$ cat config.mk
export PLATFORM = sky130hd
export DESIGN_NAME = store_narrow_unit
export DESIGN_NICKNAME = d
export VERILOG_FILES = /design/src/rtl/store_narrow_unit.sv
export SDC_FILE = /design/constraint.sdc
export NUM_CORES = 1
export LEC_CHECK = 0
export BUFFER_PORTS_ARGS = -buffer_cell sky130_fd_sc_hd__buf_2
export CORE_MARGIN = 5
export CORE_UTILIZATION = 50
export CTS_CLUSTER_SIZE = 24
export DETAILED_ROUTE_END_ITERATION = 7
export PLACE_DENSITY = 0.8
export SLEW_MARGIN = 20
export SYNTH_ARGS = -nofsm -noshare
export SYNTH_HDL_FRONTEND = slang
export SYNTH_SLANG_ARGS = --single-unit
$ cat constraint.sdc
create_clock -name clk -period 3.75 [get_ports clk]
set_clock_uncertainty 0.2 [all_clocks]
set_input_delay 0.1875 -clock clk [delete_from_list [all_inputs] [get_ports clk]]
set_output_delay 0.1875 -clock clk [all_outputs]
set_load 0.1 [all_outputs]
$ cat src/rtl/store_narrow_unit.sv
// store_narrow_unit: narrows a 32-bit register to byte/half/word and streams it as byte-lane memory writes
module store_narrow_unit #(
    parameter int ADDR_W = 32
) (
    input  logic              clk,
    input  logic              rst_n,
    input  logic              start,
    input  logic [1:0]        size,
    input  logic [ADDR_W-1:0] addr,
    input  logic [31:0]       wdata,
    output logic              busy,
    output logic              done,
    output logic              error,
    output logic              trunc_loss,
    output logic              mem_we,
    output logic [ADDR_W-1:0] mem_addr,
    output logic [7:0]        mem_wdata,
    input  logic              mem_ready
);
    typedef enum logic [1:0] {IDLE, WRITE, FINISH} state_t;

    state_t            state, state_n;
    logic [1:0]        idx, idx_n, last, last_n;
    logic [31:0]       data, data_n;
    logic              busy_n, done_n, error_n, trunc_n, we_n;
    logic [ADDR_W-1:0] addr_n;
    logic [7:0]        wd_n;
    logic              legal, loss;

    assign legal = (size == 2'b00) || (size == 2'b01 && !addr[0]) || (size == 2'b10 && addr[1:0] == 2'b00);
    assign loss  = (size == 2'b00) ? (wdata[31:8] != {24{wdata[7]}}) :
                   (size == 2'b01) ? (wdata[31:16] != {16{wdata[15]}}) : 1'b0;

    // Next-state and next-output logic; data is kept pre-shifted so the next lane is always data[15:8]
    always_comb begin
        state_n = state;
        idx_n   = idx;
        last_n  = last;
        data_n  = data;
        done_n  = 1'b0;
        error_n = error;
        trunc_n = trunc_loss;
        we_n    = mem_we;
        addr_n  = mem_addr;
        wd_n    = mem_wdata;
        case (state)
            IDLE: begin
                if (start && legal) begin
                    state_n = WRITE;
                    idx_n   = 2'd0;
                    last_n  = (size == 2'b00) ? 2'd0 : (size == 2'b01) ? 2'd1 : 2'd3;
                    data_n  = wdata;
                    error_n = 1'b0;
                    trunc_n = loss;
                    we_n    = 1'b1;
                    addr_n  = addr;
                    wd_n    = wdata[7:0];
                end else if (start) begin
                    state_n = FINISH;
                    error_n = 1'b1;
                    trunc_n = 1'b0;
                    done_n  = 1'b1;
                end
            end
            WRITE: begin
                if (mem_ready && idx == last) begin
                    state_n = FINISH;
                    we_n    = 1'b0;
                    done_n  = 1'b1;
                end else if (mem_ready) begin
                    idx_n  = idx + 2'd1;
                    data_n = data >> 8;
                    wd_n   = data[15:8];
                    addr_n = mem_addr + ADDR_W'(1);
                end
            end
            FINISH:  state_n = IDLE;
            default: state_n = IDLE;
        endcase
        busy_n = (state_n != IDLE);
    end

    // State and registered outputs; async reset abandons any in-flight store
    always_ff @(posedge clk or negedge rst_n) begin
        if (!rst_n) begin
            state      <= IDLE;
            idx        <= 2'd0;
            last       <= 2'd0;
            data       <= 32'd0;
            busy       <= 1'b0;
            done       <= 1'b0;
            error      <= 1'b0;
            trunc_loss <= 1'b0;
            mem_we     <= 1'b0;
            mem_addr   <= '0;
            mem_wdata  <= 8'd0;
        end else begin
            state      <= state_n;
            idx        <= idx_n;
            last       <= last_n;
            data       <= data_n;
            busy       <= busy_n;
            done       <= done_n;
            error      <= error_n;
            trunc_loss <= trunc_n;
            mem_we     <= we_n;
            mem_addr   <= addr_n;
            mem_wdata  <= wd_n;
        end
    end
endmodule

Word level (Yosys, flattened, before mapping). Cells that the tools add are included.

Register bits: 83.

Muxes and demuxes: 35. Reductions and logical operators: 17. Eq/ne operators: 10. $add $sub $neg: 2.

Operators by type and width (count): 32-bit 2-to-1 mux (6); 32-bit one-hot mux with 2 select lines (2); 32-bit by 1-bit adder with 32-bit output, second input constant (1); 8-bit 2-to-1 mux (3); 24-bit != test (1); 2-bit 2-to-1 mux (8); 16-bit != test (1); 8-bit one-hot mux with 2 select lines (1); 1-bit 2-to-1 mux (11); 2-bit != test, second input constant (4); 2-bit one-hot mux with 2 select lines (2); 2-bit zero test (3); 2-bit nonzero test (3); 2-bit by 1-bit equality test with 1-bit output, second input constant (2); 1-bit logical AND (4); 1-bit one-hot mux with 2 select lines (2); 2-bit AND reduction (2); 4-bit AND reduction (1); 3-bit AND reduction (1); 2-bit by 1-bit adder with 2-bit output, second input constant (1); 2-bit equality test (1); 2-bit equality test, second input constant (1); 1-bit logical OR (2); 1-bit zero test (1).

Logic depth before layout (Yosys ltp). Gate-level depths: netlist (run 1).

Depth after elaboration: 8. Depth in mapped cells: 9.

Least setup slack after synthesis (run 1). Ideal clock, no wire load.

Path type: register to register. Start: reg mem_addr[0]. End: reg mem_addr[26]. Clock period less this slack: 2.773 ns. Stages on the path, launching flop included: 9. Slack: 0.977 ns. Path buffers: 2. Arrival time: 2.445 ns. Setup time: 0.128 ns. Cell sequence: dfrtp_1 ha_1 and4_1 clkbuf_1 and2_1 buf_2 nand4_1 o32ai_1 a21oi_1.

Longest elaborated chain between the ends: 4.

Ends and longest elaborated chain: start, declared (line 16) `output logic [ADDR_W-1:0] mem_addr,`; start signal, assigned (line 107) `mem_addr <= addr_n;`; 32-bit by 1-bit adder with 32-bit output (line 74) `addr_n = mem_addr + ADDR_W'(1);`; 32-bit 2-to-1 mux (line 70) `end else if (mem_ready) begin`; 32-bit 2-to-1 mux (line 66) `if (mem_ready && idx == last) begin`; 32-bit one-hot mux with 2 select lines (line 46) `case (state)`.

Every way passes these cells. The select of a mux whose other input is x is not followed. A chain may end at the register's enable or synchronous reset.

Worst setup path after layout (run 1).
Start: in start. End: reg mem_addr[5].

Longest elaborated chain between the ends: 3.

Ends and longest elaborated chain: start, declared (line 7) `input logic start,`; 1-bit logical AND (line 48) `if (start && legal) begin`; 2-bit != test (no line); 4-bit AND reduction (no line).

Every way passes these cells.

==> results of run 1 <==
stage by stage:
step	util	setup slack [ns]
2_1_floorplan	-	0.977
3_3_place_gp	0.567	1.05
3_5_place_dp	0.567	0.991
4_1_cts	0.658	0.974
5_1_grt	0.658	0.837
6_report	0.658	0.953
layer usage:
metal  vias up  global-route usage
met4         0               0.105
met5         -                   0
met2       196               0.381
met1      1950               0.322
met3        33              0.0408
li1       2001                   -
layout by cell type, fill, tap and decap left out, types with 2 or more instances in the layout:
cell type	n
a21oi_1	39
dlygate4sd3_1	53
o21ai_0	13
a2bb2oi_1	3
and2_1	3
o31ai_1	3
a22o_1	11
o2bb2a_1	3
o22ai_1	10
clkbuf_8	9
o41ai_1	7
nand4_1	16
and3_1	4
nor3_1	2
buf_4	6
inv_1	3
nor2_1	39
and4_1	10
dfrtp_1	75
o22a_1	10
a31oi_1	29
nor4_1	7
xor2_1	2
buf_2	113
inv_6	3
o32ai_1	3
o21a_1	2
a21o_1	2
o21ai_2	2
nand2_1	78
mux2i_1	3
a41oi_1	2
nand3_1	20
cell type report:
cell class                      instances  area, µm²
Fill cell                             620       2780
Multi-Input combinational cell        341       1960
Sequential cell                        75       1880
Timing Repair Buffer                  173       1160
Tap cell                              105        131
Clock buffer                            9        124
Clock inverter                          7       83.8
Inverter                                3       11.3
critical path, stage by stage:
cell and delay (ns):
dlygate4sd3_1 0.52, buf_2 0.11, or3b_1 0.47, o21ba_4 0.40, nand2b_2 0.45, buf_4 0.31, o21ai_0 0.11, a22o_1 0.27
worst paths after layout:
| check | to | from | slack [ns] |
|---|---|---|---|
| max | mem_addr[5]$_DFFE_PN0P_ | start | 0.95 |
| min | mem_addr[22]$_DFFE_PN0P_ | addr[22] | 0.01 |
| max reg2reg | mem_addr[5]$_DFFE_PN0P_ | state[1]$_DFF_PN0_ | 0.96 |
| min reg2reg | mem_we$_DFFE_PN0P_ | mem_we$_DFFE_PN0P_ | 0.30 |
| max in group asynchronous | mem_addr[22]$_DFFE_PN0P_ | rst_n | 2.39 |
| min in group asynchronous | mem_addr[28]$_DFFE_PN0P_ | rst_n | 0.30 |
cells by family (layout without fill, tap and decap cells):
family | Yosys count | after routing | share of synthesized area
xor+xnor | 2 | 2 | 0.00425
fa+ha+maj | 1 | 1 | 0.00304
simple gates | 187 | 187 | 0.213
buf+inv | 49 | 192 | 0.0716
compound gates | 147 | 147 | 0.243
mux | 4 | 4 | 0.0100
flops | 75 | 75 | 0.455
flip-flops by register name (all words and copies together), names as in the netlist:
name	flops
mem_wdata	7
last	2
mem_addr	32
busy	1
state	2
mem_we	1
done	1
idx	2
error	1
data	25
trunc_loss	1
timing repair:
action                     CTS  global route
hold buffers                53             0
setup endpoints to repair    0             0
hold endpoints to repair   128             0
==> impl_metrics.tcl, run 1 <==
set metrics [dict create \
    placed_cell_area_mm2 0.00461 \
    yosysMostFrequentCell "nand2_1" \
    yosys-top-cells-area "dfrtp_1 (46%), nand2_1 (7.1%), a21oi_1 (4.7%), a31oi_1 (4.4%), nor2_1 (3.6%)" \
    report.final.hold_viol_count 0 \
    clk_pin_slew_ns 0.09 \
    grt_max_degree 76 \
    fin_hold_ws_ns 0.0112 \
    fp.coreArea_mm2 0.00813 \
    tritoncts "yes" \
    cts_buffers 9 \
    post-route-period-util 0.746 \
    critPathMaxFanout 20 \
    fmax_mhz 358 \
    first_pass_iters 5 \
    drv_cap 0 \
    via_count 4180 \
    highest_layer "met4" \
    design_area_mm2 0.00535 \
    yosysTopAreaCell "dfrtp_1" \
    rows 33 \
    synthCells 465 \
    cts_sinks 75 \
    grt_pass1_vias 4054 \
    place_inst 644 \
    clock_latency_ns 0.34 \
    cp.arrival_ns 2.83 \
    dr_wl_met3_um 782 \
    cts_resized 0 \
    io_buffers 114 \
    yosys_warnings 0 \
    synth_nets 536 \
    hp-class "in -> reg" \
    synth_top_area_share 0.455 \
    wl_um 11800 \
    ios 115 \
    drtIter0Drc 355 \
    start_util 0.507 \
    avgSynthCellArea_um2 8.86 \
    wl_met1_um 5120 \
    slew_viol_final 0 \
    antenna_found_initial 0 \
    worstRegToRegCells 6 \
    seq_area_frac_synth 0.455 \
    dieArea_mm2 0.0102 \
    htreeDepth 3 \
    grt-ovfl-total 0 \
    post-dp-hpwl_um 7740 \
    finalNetCount 674 \
    startpoint_type "input port" \
    final_layout_size_suffix_gt1_frac 0.240 \
    maxSlewHeadroom 0.255 \
    track_usage 0.239 \
    crit_type "in -> reg" \
    synth-main-ff-cell "dfrtp_1" \
    ant_nets 0 \
    stdcell_count 713 \
    synth.distinct_cells 49 \
    tightest_slew_ns 1.12 \
    endpoint_kind "flop" \
    die_h_um 101 \
    rsz0062_at_grt "no" \
    fin_setup_tns_ns 0 \
    grt_pass1_wl_um 19500 \
    cts_root_buffer "clkbuf_8" \
    viasPerCell 5.86 \
    synthTopCellsByCount "nand2_1 (78), dfrtp_1 (75), a21oi_1 (39), nor2_1 (39), a31oi_1 (29)" \
    synth-edff-count 0 \
    cts_buffer_depth 2 \
    crit_required_ns 3.79 \
    period_needed_ns 2.80 \
    hold_depth 3 \
    drt-wirelength-per-cell_um 16.6 \
    setup_viol_count_final 0 \
    netlist_area_mm2 0.00412 \
    wl_met2_um 5580 \
    area_growth_pct 29.8 \
    antennaDiodeCount 0 \
    place_congestion 0.954 \
    die_width_um 101 \
    ys_seq_elements 75 \
    cts_setup_buffers 0 \
    async_reset_ff_frac 1.00 \
    status "finished, final reports clean" \
    drc_errors 0 \
]
Power of run 1 is left out: the tool's default activity adds up to more than one toggle a clock period on the data nets, which glitch-free logic cannot reach.
==> run 2: changes to the inputs <==
- CORE_UTILIZATION: 50 -> 48
- clock period: 3.75 -> 2.44 ns (I/O delays scaled with it)
==> run 2 against run 1 <==
Net effect: core utilization grew 1.4 points; non-clock buffer count grew 18; count of clock-buffer cells in the layout grew 1; via count grew 4.3%; die area grew 3.7%; setup slack lost 0.82 ns; flip-flop and latch count is the same; critical path depth grew 1; first-iteration DRC count shrank 5.6%; final cell count grew 2.5%; design area grew 4.2%; global-route usage grew 0.96 points; critical path type unchanged.
==> impl_metrics.tcl, run 2 (synthesized netlist as in run 1, its figures left out) <==
set metrics [dict create \
    cts_setup_buffers 0 \
    dieArea_mm2 0.0105 \
    rsz0062_at_grt "no" \
    io_buffers 114 \
    maxSlewHeadroom 0.636 \
    clk_pin_slew_ns 0.09 \
    htreeDepth 3 \
    grt_max_degree 99 \
    cp.arrival_ns 2.32 \
    worst_slack_ns 0.138 \
    fin_setup_tns_ns 0 \
    rows 33 \
    place_congestion 0.895 \
    r2r-end "mem_addr[26]$_DFFE_PN0P_" \
    wl_um 12700 \
    fp.coreArea_mm2 0.00830 \
    report.final.hold_viol_count 0 \
    post-dp-hpwl_um 8000 \
    design_area_mm2 0.00558 \
    period_needed_ns 2.30 \
    layout_commonest_cell "buf_2" \
    hp-class "in -> reg" \
    tightest_slew_ns 0.545 \
    viasPerCell 5.96 \
    slew_viol_final 0 \
    largest_register "mem_addr" \
    first_pass_iters 5 \
    cts_buffer_depth 2 \
    grt_pass1_wl_um 20800 \
    critPathMaxFanout 20 \
    pre_cts_slack_ns 0.224 \
    fin_hold_ws_ns 0.0147 \
    nFillCells 654 \
    cts_root_buffer "clkbuf_8" \
    start_util 0.497 \
    drv_cap 0 \
    finalNetCount 692 \
    largest_register_ffs 32 \
    drc_errors 0 \
    clock_latency_ns 0.35 \
    crit_type "in -> reg" \
    die_width_um 103 \
    worstRegToRegCells 6 \
    tritoncts "yes" \
    endpoint_kind "flop" \
    reg_top3 "mem_addr: 32 flops, data: 25 flops, mem_wdata: 7 flops" \
    cts_buffers 9 \
    placed_cell_area_mm2 0.00473 \
    via_count 4358 \
    final_cell_mix "buf_2 (113), nand2_1 (78), dlygate4sd3_1 (63), dfrtp_1 (60)" \
    cts_sinks 75 \
    ff2ff_setup_slack_ns 0.17 \
    fmax_mhz 434 \
    drtIter0Drc 335 \
    post-route-period-util 0.944 \
    min_to "mem_addr[20]$_DFFE_PN0P_" \
    hold_depth 4 \
    grt_pass1_vias 4234 \
    antennaDiodeCount 0 \
    startpoint_type "input port" \
    track_usage 0.249 \
    grt-ovfl-total 0 \
    setup_viol_count_final 0 \
    antenna_found_initial 0 \
    final_layout_size_suffix_gt1_frac 0.272 \
    ant_nets 0 \
    ios 115 \
    rr_startpoint "mem_addr[0]$_DFFE_PN0P_" \
    hp-start "addr[20]" \
    area_growth_pct 35.3 \
    crit_required_ns 2.46 \
    status "finished, final reports clean" \
    drt-wirelength-per-cell_um 17.4 \
    die_h_um 103 \
]
## run 2: cell count changes in the layout (fill, tap and decap cells not counted)
cell and delta:
dfrtp_1 -15, dfrtp_2 +13, dlygate4sd3_1 +10, buf_4 +5
buf_12 +3, dfrtp_4 +2, clkbuf_8 +1, clkinv_2 +1
clkinv_4 -1, inv_8 -1, nor3_1 -1, nor3_2 +1
## run 2: through the flow
step                std cells   util
finish                    731  0.672
CTS                       731  0.671
global route              731  0.672
detailed placement        652  0.570
floorplan                 465      -
global placement          652  0.570
## run 2: final cells by class
cell class,count,area [µm²],area share
Clock buffer,10,138,0.0247
Clock inverter,6,68.8,0.0123
Inverter,3,11.3,0.00202
Multi-Input combinational cell,341,1970,0.353
Sequential cell,75,1900,0.341
Tap cell,105,131,0.0236
Timing Repair Buffer,191,1360,0.244
## run 2: worst max-delay path by stage
stage | from | end | cells after the start | slack, ns
after floorplan | mem_addr[7]$_DFFE_PN0P_ | mem_addr[26]$_DFFE_PN0P_ | 6 | 0.03
after global placement | mem_addr[0]$_DFFE_PN0P_ | mem_addr[26]$_DFFE_PN0P_ | 6 | 0.33
after detailed placement | mem_addr[0]$_DFFE_PN0P_ | mem_addr[26]$_DFFE_PN0P_ | 6 | 0.22
after CTS | size[0] | mem_addr[19]$_DFFE_PN0P_ | 9 | 0.16
after global routing | size[0] | mem_addr[13]$_DFFE_PN0P_ | 9 | 0.01
final | size[0] | mem_addr[13]$_DFFE_PN0P_ | 9 | 0.14
## run 2: routing by layer
metal	up-vias	routed length (µm)	track usage
met5	-	0	0
met4	0	516	0.109
met3	52	1020	0.0419
met2	256	5970	0.396
met1	2009	5240	0.336
li1	2041	-	-
## run 2: what timing repair did
| action | 4_1_cts | 5_1_grt |
|---|---|---|
| gates resized for setup | 0 | 1 |
| endpoints found under the setup margin | 0 | 1 |
| endpoints found under the hold margin | 120 | 0 |
| hold buffers | 63 | 0 |
## run 2: worst max-delay path, cell delays in order
cell and delay (ns):
dlygate4sd3_1 0.52, buf_2 0.15, a21oi_1 0.15, o21ba_4 0.25, buf_4 0.19, nor2b_2 0.26, buf_4 0.30, a21oi_1 0.07
o2bb2a_1 0.30
Power of run 2 is left out for the same reason.
